### config.mk
export PLATFORM = sky130hd
export DESIGN_NAME = cf_util_fifo_th
export DESIGN_NICKNAME = d
export VERILOG_FILES = /design/src/rtl/cf_util_fifo_pkg.sv /design/src/rtl/cf_util_fifo_mem.sv /design/src/rtl/cf_util_fifo_th.sv
export SDC_FILE = /design/constraint.sdc
export NUM_CORES = 1
export LEC_CHECK = 0
export CORE_ASPECT_RATIO = 1.2
export CORE_MARGIN = 5
export CORE_UTILIZATION = 59
export DETAILED_ROUTE_END_ITERATION = 10
export GPL_TIMING_DRIVEN = 0
export PLACE_DENSITY = 0.8
export SLEW_MARGIN = 20
export SYNTH_ARGS = -nofsm -noshare
export SYNTH_HDL_FRONTEND = slang
export SYNTH_HIERARCHICAL = 1
export SYNTH_SLANG_ARGS = --single-unit
### constraint.sdc
create_clock -name clk -period 3.8 [get_ports clk]
set_input_delay 0.57 -clock clk [delete_from_list [all_inputs] [get_ports clk]]
set_output_delay 0.57 -clock clk [all_outputs]
set_load 0.01 [all_outputs]
### src/rtl/cf_util_fifo_pkg.sv
// Shared helpers for the utility FIFO family: depth derivation, pointer increment, level update op.
package cf_util_fifo_pkg;

    localparam int MAX_AW = 16;

    typedef enum logic [1:0] {
        LVL_HOLD = 2'd0,
        LVL_INC  = 2'd1,
        LVL_DEC  = 2'd2
    } lvl_op_e;

    function automatic int depth_of(input int aw);
        return 1 << aw;
    endfunction

    // Wraps at 2**aw so callers can use any pointer width up to MAX_AW.
    function automatic logic [MAX_AW-1:0] ptr_inc(input logic [MAX_AW-1:0] ptr, input int aw);
        logic [MAX_AW-1:0] mask;
        mask = '1 >> (MAX_AW - aw);
        return (ptr + 1'b1) & mask;
    endfunction

endpackage

### src/rtl/cf_util_fifo_mem.sv
// FIFO storage: DEPTH x DW array, synchronous write, asynchronous read, no reset.
// Latency: write visible on read port the cycle after the write edge.
// Backpressure: none; the owner gates the write enable.
module cf_util_fifo_mem
    import cf_util_fifo_pkg::*;
#(
    parameter int DW = 8,
    parameter int AW = 4
) (
    input  logic          clk,
    input  logic          we,
    input  logic [AW-1:0] waddr,
    input  logic [DW-1:0] wdata,
    input  logic [AW-1:0] raddr,
    output logic [DW-1:0] rdata
);

    localparam int DEPTH = depth_of(AW);

    logic [DW-1:0] mem [DEPTH];

    always_ff @(posedge clk) begin
        if (we) begin
            mem[waddr] <= wdata;
        end
    end

    assign rdata = mem[raddr];

endmodule

### src/rtl/cf_util_fifo_th.sv
// Synchronous FIFO with occupancy count, almost-full/empty thresholds, sticky errors, optional FWFT.
// Latency: FWFT=0 rdata one cycle after rd; FWFT=1 head word combinational on rdata.
// Backpressure: writes on full are dropped (overflow) unless a read frees a slot the same cycle.
module cf_util_fifo_th
    import cf_util_fifo_pkg::*;
#(
    parameter int DW   = 8,
    parameter int AW   = 4,
    parameter bit FWFT = 1'b0
) (
    input  logic          clk,
    input  logic          rst_n,
    input  logic          wr,
    input  logic [DW-1:0] wdata,
    input  logic          rd,
    input  logic          flush,
    input  logic [AW:0]   af_th,
    input  logic [AW:0]   ae_th,
    input  logic          clr_err,
    output logic [DW-1:0] rdata,
    output logic          empty,
    output logic          full,
    output logic          almost_full,
    output logic          almost_empty,
    output logic [AW:0]   level,
    output logic          overflow,
    output logic          underflow
);

    localparam int DEPTH = depth_of(AW);
    localparam int LW    = AW + 1;

    logic [AW-1:0] wr_ptr;
    logic [AW-1:0] rd_ptr;
    logic [LW-1:0] level_q;
    logic [DW-1:0] mem_rdata;
    logic          wr_acc;
    logic          rd_acc;
    logic          ovf_set;
    logic          unf_set;
    lvl_op_e       lvl_op;

    assign empty        = (level_q == '0);
    assign full         = (level_q == LW'(DEPTH));
    assign almost_full  = (level_q >= af_th);
    assign almost_empty = (level_q <= ae_th);
    assign level        = level_q;

    // A read on full frees the slot the simultaneous write lands in.
    assign rd_acc  = !flush && rd && !empty;
    assign wr_acc  = !flush && wr && (!full || rd_acc);
    assign ovf_set = !flush && wr && !wr_acc;
    assign unf_set = !flush && rd && empty;

    always_comb begin
        lvl_op = LVL_HOLD;
        if (wr_acc && !rd_acc) begin
            lvl_op = LVL_INC;
        end else if (rd_acc && !wr_acc) begin
            lvl_op = LVL_DEC;
        end
    end

    always_ff @(posedge clk) begin
        if (!rst_n) begin
            wr_ptr  <= '0;
            rd_ptr  <= '0;
            level_q <= '0;
        end else if (flush) begin
            wr_ptr  <= '0;
            rd_ptr  <= '0;
            level_q <= '0;
        end else begin
            if (wr_acc) begin
                wr_ptr <= AW'(ptr_inc(MAX_AW'(wr_ptr), AW));
            end
            if (rd_acc) begin
                rd_ptr <= AW'(ptr_inc(MAX_AW'(rd_ptr), AW));
            end
            case (lvl_op)
                LVL_INC: level_q <= level_q + 1'b1;
                LVL_DEC: level_q <= level_q - 1'b1;
                default: level_q <= level_q;
            endcase
        end
    end

    // Set beats clear; flush freezes the flags entirely.
    always_ff @(posedge clk) begin
        if (!rst_n) begin
            overflow  <= 1'b0;
            underflow <= 1'b0;
        end else if (!flush) begin
            if (ovf_set) begin
                overflow <= 1'b1;
            end else if (clr_err) begin
                overflow <= 1'b0;
            end
            if (unf_set) begin
                underflow <= 1'b1;
            end else if (clr_err) begin
                underflow <= 1'b0;
            end
        end
    end

    cf_util_fifo_mem #(
        .DW (DW),
        .AW (AW)
    ) u_mem (
        .clk   (clk),
        .we    (wr_acc),
        .waddr (wr_ptr),
        .wdata (wdata),
        .raddr (rd_ptr),
        .rdata (mem_rdata)
    );

    generate
        if (FWFT) begin : g_fwft
            assign rdata = mem_rdata;
        end else begin : g_reg
            logic [DW-1:0] rdata_q;
            always_ff @(posedge clk) begin
                if (!rst_n) begin
                    rdata_q <= '0;
                end else if (rd_acc) begin
                    rdata_q <= mem_rdata;
                end
            end
            assign rdata = rdata_q;
        end
    endgenerate

endmodule

==> results of run 1 <==
[sequential cells by signal (all words and copies together), names as in the netlist]
signal,flops
level,5
wr_ptr,4
u_mem/mem,128
rd_ptr,4
overflow,1
rdata,8
underflow,1
[layout by cell type, fill, tap and decap left out, types with 2 or more instances in the layout]
cell type / n
edfxtp_1: 128
clkdlybuf4s50_1: 42
nor2_1: 27
dfxtp_1: 23
mux4_2: 18
a22oi_1: 17
clkbuf_16: 17
nand2_1: 15
ha_1: 15
nor2b_1: 14
mux4_1: 14
inv_1: 13
mux2i_1: 13
nand2b_1: 9
a21oi_1: 6
o21ai_0: 6
nand3_1: 6
buf_6: 5
bufinv_16: 5
clkinv_4: 5
buf_2: 4
a21o_1: 4
nor3_2: 4
nand4_1: 3
clkbuf_1: 3
nand3b_1: 3
clkdlybuf4s25_2: 3
nor4_1: 2
and2_1: 2
o21a_1: 2
nor3b_1: 2
or3b_2: 2
o211ai_1: 2
a2111oi_0: 2
xnor2_1: 2
xor2_1: 2
a211oi_1: 2
clkinvlp_4: 2
[area by class of cell]
class | instances | share of cell area (%)
flip-flops and latches | 151 | 55.48
repair buffers | 42 | 5.419
multi-input cells | 209 | 26.06
well taps | 132 | 2.129
clock buffers | 17 | 5.484
plain buffers | 17 | 1.871
clock inverters | 15 | 2.919
inverters | 13 | 0.6290
[stage by stage]
| stage | std cells | instance area [um^2] | util [%] | total power [W] |
|---|---|---|---|---|
| final | 596 | 7757 | 70.97 | 0.003768 |
| after detailed placement | 564 | 7106 | 65.01 | 0.001995 |
| after global routing | 596 | 7757 | 70.97 | 0.003893 |
| after floorplan | 390 | 6500 | - | 0.001919 |
| after CTS | 596 | 7757 | 70.97 | 0.003791 |
| after global placement | 564 | 7086 | 64.82 | 0.001986 |
[logic make-up after synthesis]
| logic type | synth area share [%] |
|---|---|
| simple gates | 7.719 |
| mux | 13.90 |
| xor+xnor | 0.5391 |
| buf+inv | 2.984 |
| compound gates | 5.448 |
| flops | 66.22 |
| fa+ha+maj | 3.195 |
[worst reg2reg max path, delay by kind of cell, from the launching register on]
kind	cells	cell delay [ns]
flops	1	0.50
simple gates	3	1.41
compound gates	1	0.75
[path summary, 6_finish.rpt]
kind / start / endpoint / slack (ns) / depth (start not counted)
max: rd / u_mem/mem[0][0] / 0.51 / 5
min: underflow / underflow / 0.53 / 2
max reg2reg: level[2] / u_mem/mem[0][0] / 0.76 / 4
min reg2reg: underflow / underflow / 0.53 / 2
[per-layer routing]
layer	GRT usage [%]	up-vias	part of all wire, %
li1	-	1672	-
met3	5.670	18	5.6
met5	0	-	0
met1	27.31	1849	41
met4	7.774	0	2.6
met2	35.55	128	51
[power by group through the flow]
stage	clock network (W)	registers, W	logic [W]
2_1_floorplan	0	0.00185	0.0000725
6_report	0.00181	0.00181	0.000148
4_1_cts	0.00183	0.00181	0.000150
3_5_place_dp	0	0.00185	0.000148
5_1_grt	0.00192	0.00181	0.000163
3_3_place_gp	0	0.00185	0.000141
==> results.md, run 1 <==
- Detailed placement finished with a half-perimeter wire length of roughly 8.6 mm.
- Clock-pin slew was measured on the worst setup and hold paths at 0.06 ns.
- Summing all multi-input logic gate instances after layout gives about 2000 um^2.
- The via count of the first global-routing pass is 3866.
- The tree is rooted in a clkbuf_16.
- At the pin with the least slew margin, the transition time is 0.9589 ns.
- TritonCTS built the clock tree.
- From left edge to right edge, the die measures 105.8 um.
- The setup TNS is 0 ns.
- For this run the aggregate overflow at the end of global routing stands at 0.
- The worst-path cell with the longest stage delay is a31oi_1.
- After detailed routing, the number of vias per cell comes to 6.153.
- The critical path is of the in2reg type.
- The leakage power total is around 2.7 nW.
- The clock skew is slightly above 0.008 ns.
- VDD sags by at most 0.3323 mV.
- The CTS H-tree depth is 4.
- The count of inserted antenna diode cells is 0.
- The worst slack on hold paths is approximately 0.53 ns.
- By area the synthesized netlist is led by edfxtp_1 59%, dfxtp_1 7.1%, mux4_2 6.2%, mux4_1 5.7%, ha_1 2.9%.
- The tree built by TritonCTS fans out to 151 sinks.
- The number of max-cap violations is 0.
- The Yosys step of the flow raised 6 warnings.
- The via count is 3667.
- The insertion delay of the later-clocked pin in the worst-skew pair is 0.41 ns.
- The vertical die dimension is 125.0 um.
- The fraction of final layout cells sized beyond drive strength 1 is 15.73%.
- Before CTS, the worst setup slack after placement is about 0.12 ns.
- Headroom to the max-slew limit came out at 35.78%.
- The count of cell types in the netlist is 50.
- The number of storage elements in the synthesis netlist is about 150.
- Entering global routing, the biggest net connects 17 pins.
- Counting every instance in the synthesized netlist gives 390.
- In the global route stage, overall resource usage came out at 21.38%.
- At the worst endpoint, the required time is 3.83 ns.
- The number of design-rule violations left by the first detailed-router iteration is about 330.
- The number of buffers on the longest clock path is 2.
- In this run, post-CTS repair resized a total of 0 instances.
- The share of power burned in the clock network is 48.0%.
- The number of slew-limit violations in the final report is 0.
- Once the floorplan was initialized, standard cells occupied 59.47% of the core.
- The share of async-settable or async-resettable flops after synthesis is 0%.
- Each instance of the synthesized netlist takes up on average 16.67 um^2.
- The floorplan has 42 rows.
- Data arrives at the worst endpoint at 3.32 ns.
- The switching share of power is 19.22%.
- The mapped netlist covers 6500 um^2.
- The class of the tightest hold or removal check is reg2reg.
- The final weighted congestion in routability-driven placement is 0.8222.
- The post-synthesis sequential area ratio is 66.22%.
- The predominant post-synthesis flop cell is edfxtp_1.
- The maximum single-stage delay on the critical path is 0.79 ns.
- The category of the worst setup path capture point is a flop.
- Across all setup checks in the final design, the least slack found is a little over 0.5 ns.
- For this design the top-level I/O count stands at 43.
- The number of remaining DRC errors is 0.
- The part of the cycle the worst path needs is 86.50%.
- The first-pass iteration count of the detailed router is 5.
- Based on the critical path, the design can be clocked at up to 0.3042 GHz.
- The power per cell area is 485.7 nW/um^2.
- In this design, the largest share of critical-path delay is due to simple AND/OR/NAND/NOR gates.
- The initial antenna violation count came to 0.
- For this design the total switching power over the nets is 0.0007240 W.
- Setup repair after global routing left no endpoint under its margin.
- Once the clock tree was built, the setup fixing pass inserted 0 buffers.
- The hold buffer count at CTS is 0.
- Counting I/O delays and the setup requirement, the final critical path takes approximately 3.3 ns.
- The internal power is 0.003044 W.
- The area growth from synthesis to layout is 19.35%.
- The proportion of power drawn by combinational gates is 3.9%.
- Sorting the synthesized cells by how often they occur yields 128 x edfxtp_1, 27 x nor2_1, 23 x dfxtp_1, 18 x mux4_2, 17 x a22oi_1.
- The critical path contains buffers and inverters numbering 2 combined.
- The area share of the largest cell type after synthesis is 59.13%.
- Along the worst path, the maximum fanout reaches 10.
- The count of endpoints failing hold in the final timing report came to 0.
- The sequential cell area in the final layout is 4304 um^2.
- The run finished with clean final reports.
- The routed wire length is 13.11 mm.
- The number of nets at the end of the flow is 491.
- The launching element type of the critical path is a primary input.
- Counting the buffers created by CTS gives 17.
- The most common cell in the synthesized netlist is edfxtp_1.
- The number of routed nets with antenna violations is 0.
- The first-pass GRT wire length is 21.05 mm.
- The die covers 13220 um^2.
- After filler insertion, the fill cell instance count of the layout stands at 690.
- The total nets after synthesis is 430.
- The largest area contributor in the netlist is edfxtp_1.
- The proportion of power drawn by flip-flops and latches is 48.1%.
- The count of flip-flops with a built-in enable after synthesis is ~130.
- The detailed-route wire length per cell is ~22 um.
- The signal on the critical path passes through clkdlybuf4s50_1, inv_1, a31oi_1, or3b_2, nor3_2.
- Setup violations remaining at the end of the flow were counted as 0.
- The core area is 10930 um^2.
- During placement, the flow inserted port buffers numbering 42.
No activity file was read; power rests on OpenSTA's default activity.
==> run 2, diff against run 1 <==
CORE_UTILIZATION = 60   (was 59)
CTS_CLUSTER_SIZE = 30   (was not set)
GPL_ROUTABILITY_DRIVEN = 1   (was not set)
PLACE_DENSITY = 0.81   (was 0.8)
clock period = 3.84 ns   (was 3.8 ns; I/O delays follow)
==> run 2 against run 1 <==
Net effect: routed wire length down 0.50%; final area shrank 0.65%; clock-buffer cell count rose by 1; power down 4.1%; utilization rose by 2.0 points; cell count down 0.50%; first-iteration DRC count grew 16%; register-to-register slack better by 0.09 ns.
==> results.md, run 2 (synthesis results as in run 1) <==
- The initial core utilization is 61.51% (+2.0 points).
- The number of placement rows is 41 (-2.4%).
- Setup repair after global routing left no endpoint under its margin.
- The switching share of power came to 20.22% (+1.0 points).
- The width of the die is 105.0 um (-0.76%).
- Based on the critical path, the design can be clocked at up to 0.3089 GHz.
- The number of design-rule violations left by the first detailed-router iteration is 383 (+16%).
- The proportion of power drawn by combinational gates was 4.1% (+0.2 points).
- The worst path in the final design needs a cycle of 3.237 ns, including I/O delays and setup.
- The number of buffers on the longest clock path came to 2 (unchanged).
- The detailed-route wire length per cell is 22.00 um (about the same).
- The type of the worst setup path is in2reg.
- The maximum number of pins on one net before global-route repair came to 17 (unchanged).
- The final standard cell utilization of the core was 72.93% (+2.0 points).
- The maximum single-stage delay on the critical path is 0.73 ns (-0.06 ns).
- The proportion of power drawn by flip-flops and latches is 49.6% (+1.5 points).
- The fraction of final layout cells sized beyond drive strength 1 came to 15.52% (-0.22 points).
- The clock skew came to 0.01226 ns (+0.004109 ns).
- The number of routed nets with antenna violations was 0 (unchanged).
- The count of inserted antenna diode cells was 0 (unchanged).
- The total CTS buffers is 17 (unchanged).
- The signal on the critical path passes through clkdlybuf4s50_1, buf_6, nand2b_1, a31oi_1, or3b_2, nor2_1.
- The transition time at the pin with the least slew margin is 0.9791 ns (+0.02021 ns).
- The CTS H-tree depth is 4 (unchanged).
- The flip-flop count of the largest register, all copies and words added is 128 (unchanged).
- The relative slew slack came to 34.42% (-1.4 points).
- The overall overflow remaining after global route is 0 (unchanged).
- The category of the worst setup path capture point is a flop.
- The worst slack on hold paths is 0.5106 ns (-0.01609 ns).
- The area enclosed by the die boundary is 13020 um^2 (-1.5%).
- The overall routing resource usage is 21.80% (+0.41 points).
- The core area came to 10570 um^2 (-3.3%).
- The maximum ir drop on the vdd rail is 0.3170 mV (-4.6%).
- The power per cell area is 469.0 nW/um^2 (-3.4%).
- The instance area after placement is 7102 um^2 (about the same).
- The net load switching power was 0.0007308 W (+0.95%).
- The library cells used most frequently in the layout, excluding fill and tap cells, are 128 x edfxtp_1, 42 x clkdlybuf4s50_1, 27 x nor2_1.
- The clock tree from TritonCTS is built.
- The most flop-heavy register is u_mem/mem.
- The number of max-cap violations is 0 (unchanged).
- The initial antenna violation count is 0 (unchanged).
- The number of remaining DRC errors is 0 (unchanged).
- The via count is 3717 (+1.4%).
- The first-pass iteration count of the detailed router was 5 (unchanged).
- The number of slew-limit violations in the final report is 0 (unchanged).
- The insertion delay of the later-clocked pin in the worst-skew pair is 0.42 ns (about the same).
- The share of power burned in the clock network is 46.3% (-1.7 points).
- The count of endpoints failing hold in the final timing report is 0 (unchanged).
- The worst-path cell with the longest stage delay is a31oi_1.
- The endpoint arrival time on the critical path is 3.28 ns (-0.04 ns).
- The clock root buffer master is clkbuf_16.
- The worst setup timing slack at the placement stage was 0.2487 ns (+0.1253 ns).
- The post-detailed-route via-to-cell ratio is 6.268 (+1.9%).
- The clock-pin transition on the worst setup and hold timing paths is 0.06 ns (about the same).
- The most common library cell in the layout ignoring fill and taps is edfxtp_1.
- The post-cts repair resize count is 0 (unchanged).
- The I/O pin count is 43 (unchanged).
- The via count of the first global-routing pass came to 3815 (-1.3%).
- The number of nets at the end of the flow is 491 (unchanged).
- The area growth from synthesis to layout is 18.58%.
- The data required time at the worst endpoint is 3.88 ns (+0.05 ns).
- The vertical die dimension came to 124.0 um (-0.77%).
- The fill cell total of the finished layout is 622 (-9.9%).
- The count of final setup violators is 0 (unchanged).
- The number of input and output port buffers inserted came to 42 (unchanged).
- The first-pass GRT wire length is 20.96 mm (-0.42%).
- The post-CTS repair timing setup buffer count is 0 (unchanged).
- The routed wire length is 13.05 mm (-0.50%).
- The least setup slack across all paths after layout came to 0.6032 ns (+0.09036 ns).
- The total non-filler cell area in the finished layout is 7707 um^2 (-0.65%).
- The run finished with clean final reports.
- The internal power was 0.002884 W (-5.3%).
- The largest fanout on the critical path came to 10 (unchanged).
- The path class of the tightest hold or removal check is reg2reg.
- The final weighted congestion in routability-driven placement was 0.8179 (-0.52%).
- The total clock sinks is 151 (unchanged).
- The hold buffer count at CTS was 0 (unchanged).
- The leakage power total was 2.673 nW (-0.69%).
- The setup TNS is 0 ns (unchanged).
- The part of the cycle the worst path needs is 84.29%.
- The launching element type of the critical path is a primary input.
- The post-DP HPWL was 8.704 mm (+0.97%).
[run 2: changes by cell type in the layout (fill, tap and decap cells not counted)]
cell,change
inv_6,+1
clkinvlp_4,-1
clkbuf_1,+1
bufinv_16,-2
clkinv_4,+1
[run 2: power groups by stage]
| stage | clock network [W] | registers, W | logic [W] |
|---|---|---|---|
| floorplan | 0 | 0.00183 | 0.0000717 |
| global placement | 0 | 0.00183 | 0.000143 |
| detailed placement | 0 | 0.00183 | 0.000148 |
| CTS | 0.00170 | 0.00179 | 0.000149 |
| global route | 0.00178 | 0.00179 | 0.000163 |
| finish | 0.00167 | 0.00179 | 0.000149 |
[run 2: final cells by class]
| cell class | count | area (um^2) | area share (%) |
|---|---|---|---|
| flip-flops and latches | 151 | 4304 | 55.84 |
| multi-input cells | 209 | 2022 | 26.23 |
| clock buffers | 18 | 429.2 | 5.568 |
| repair buffers | 42 | 420.4 | 5.455 |
| clock inverters | 14 | 176.4 | 2.289 |
| well taps | 129 | 161.4 | 2.094 |
| plain buffers | 17 | 145.1 | 1.883 |
| inverters | 13 | 48.80 | 0.6331 |
[run 2: worst max-delay path: cells and delay by family]
family                 cells  cell delay (ns)
AOI/OAI and AO/OA          1             0.73
buffers and inverters      2             0.61
and+or+nand+nor            3             1.35
[run 2: path summary, 6_finish.rpt]
check                         end  depth (start not counted)     start  slack [ns]
hold reg to reg          overflow                          2  overflow        0.51
setup reg to reg  u_mem/mem[2][3]                          4  level[1]        0.85
hold / removal           overflow                          2  overflow        0.51
setup / recovery  u_mem/mem[2][3]                          6     flush        0.60
[run 2: routing by layer]
metal	up-vias	global-route usage (%)	share of wire, %
li1	1679	-	-
met1	1839	26.90	39
met2	176	35.94	50
met3	23	7.050	7.6
met4	0	8.873	2.8
met5	-	0	0
[run 2: stage by stage]
step / cells / total power [W]
floorplan: 390 / 0.001899
global placement: 561 / 0.001969
detailed placement: 561 / 0.001975
CTS: 593 / 0.003644
global route: 593 / 0.003733
finish: 593 / 0.003615
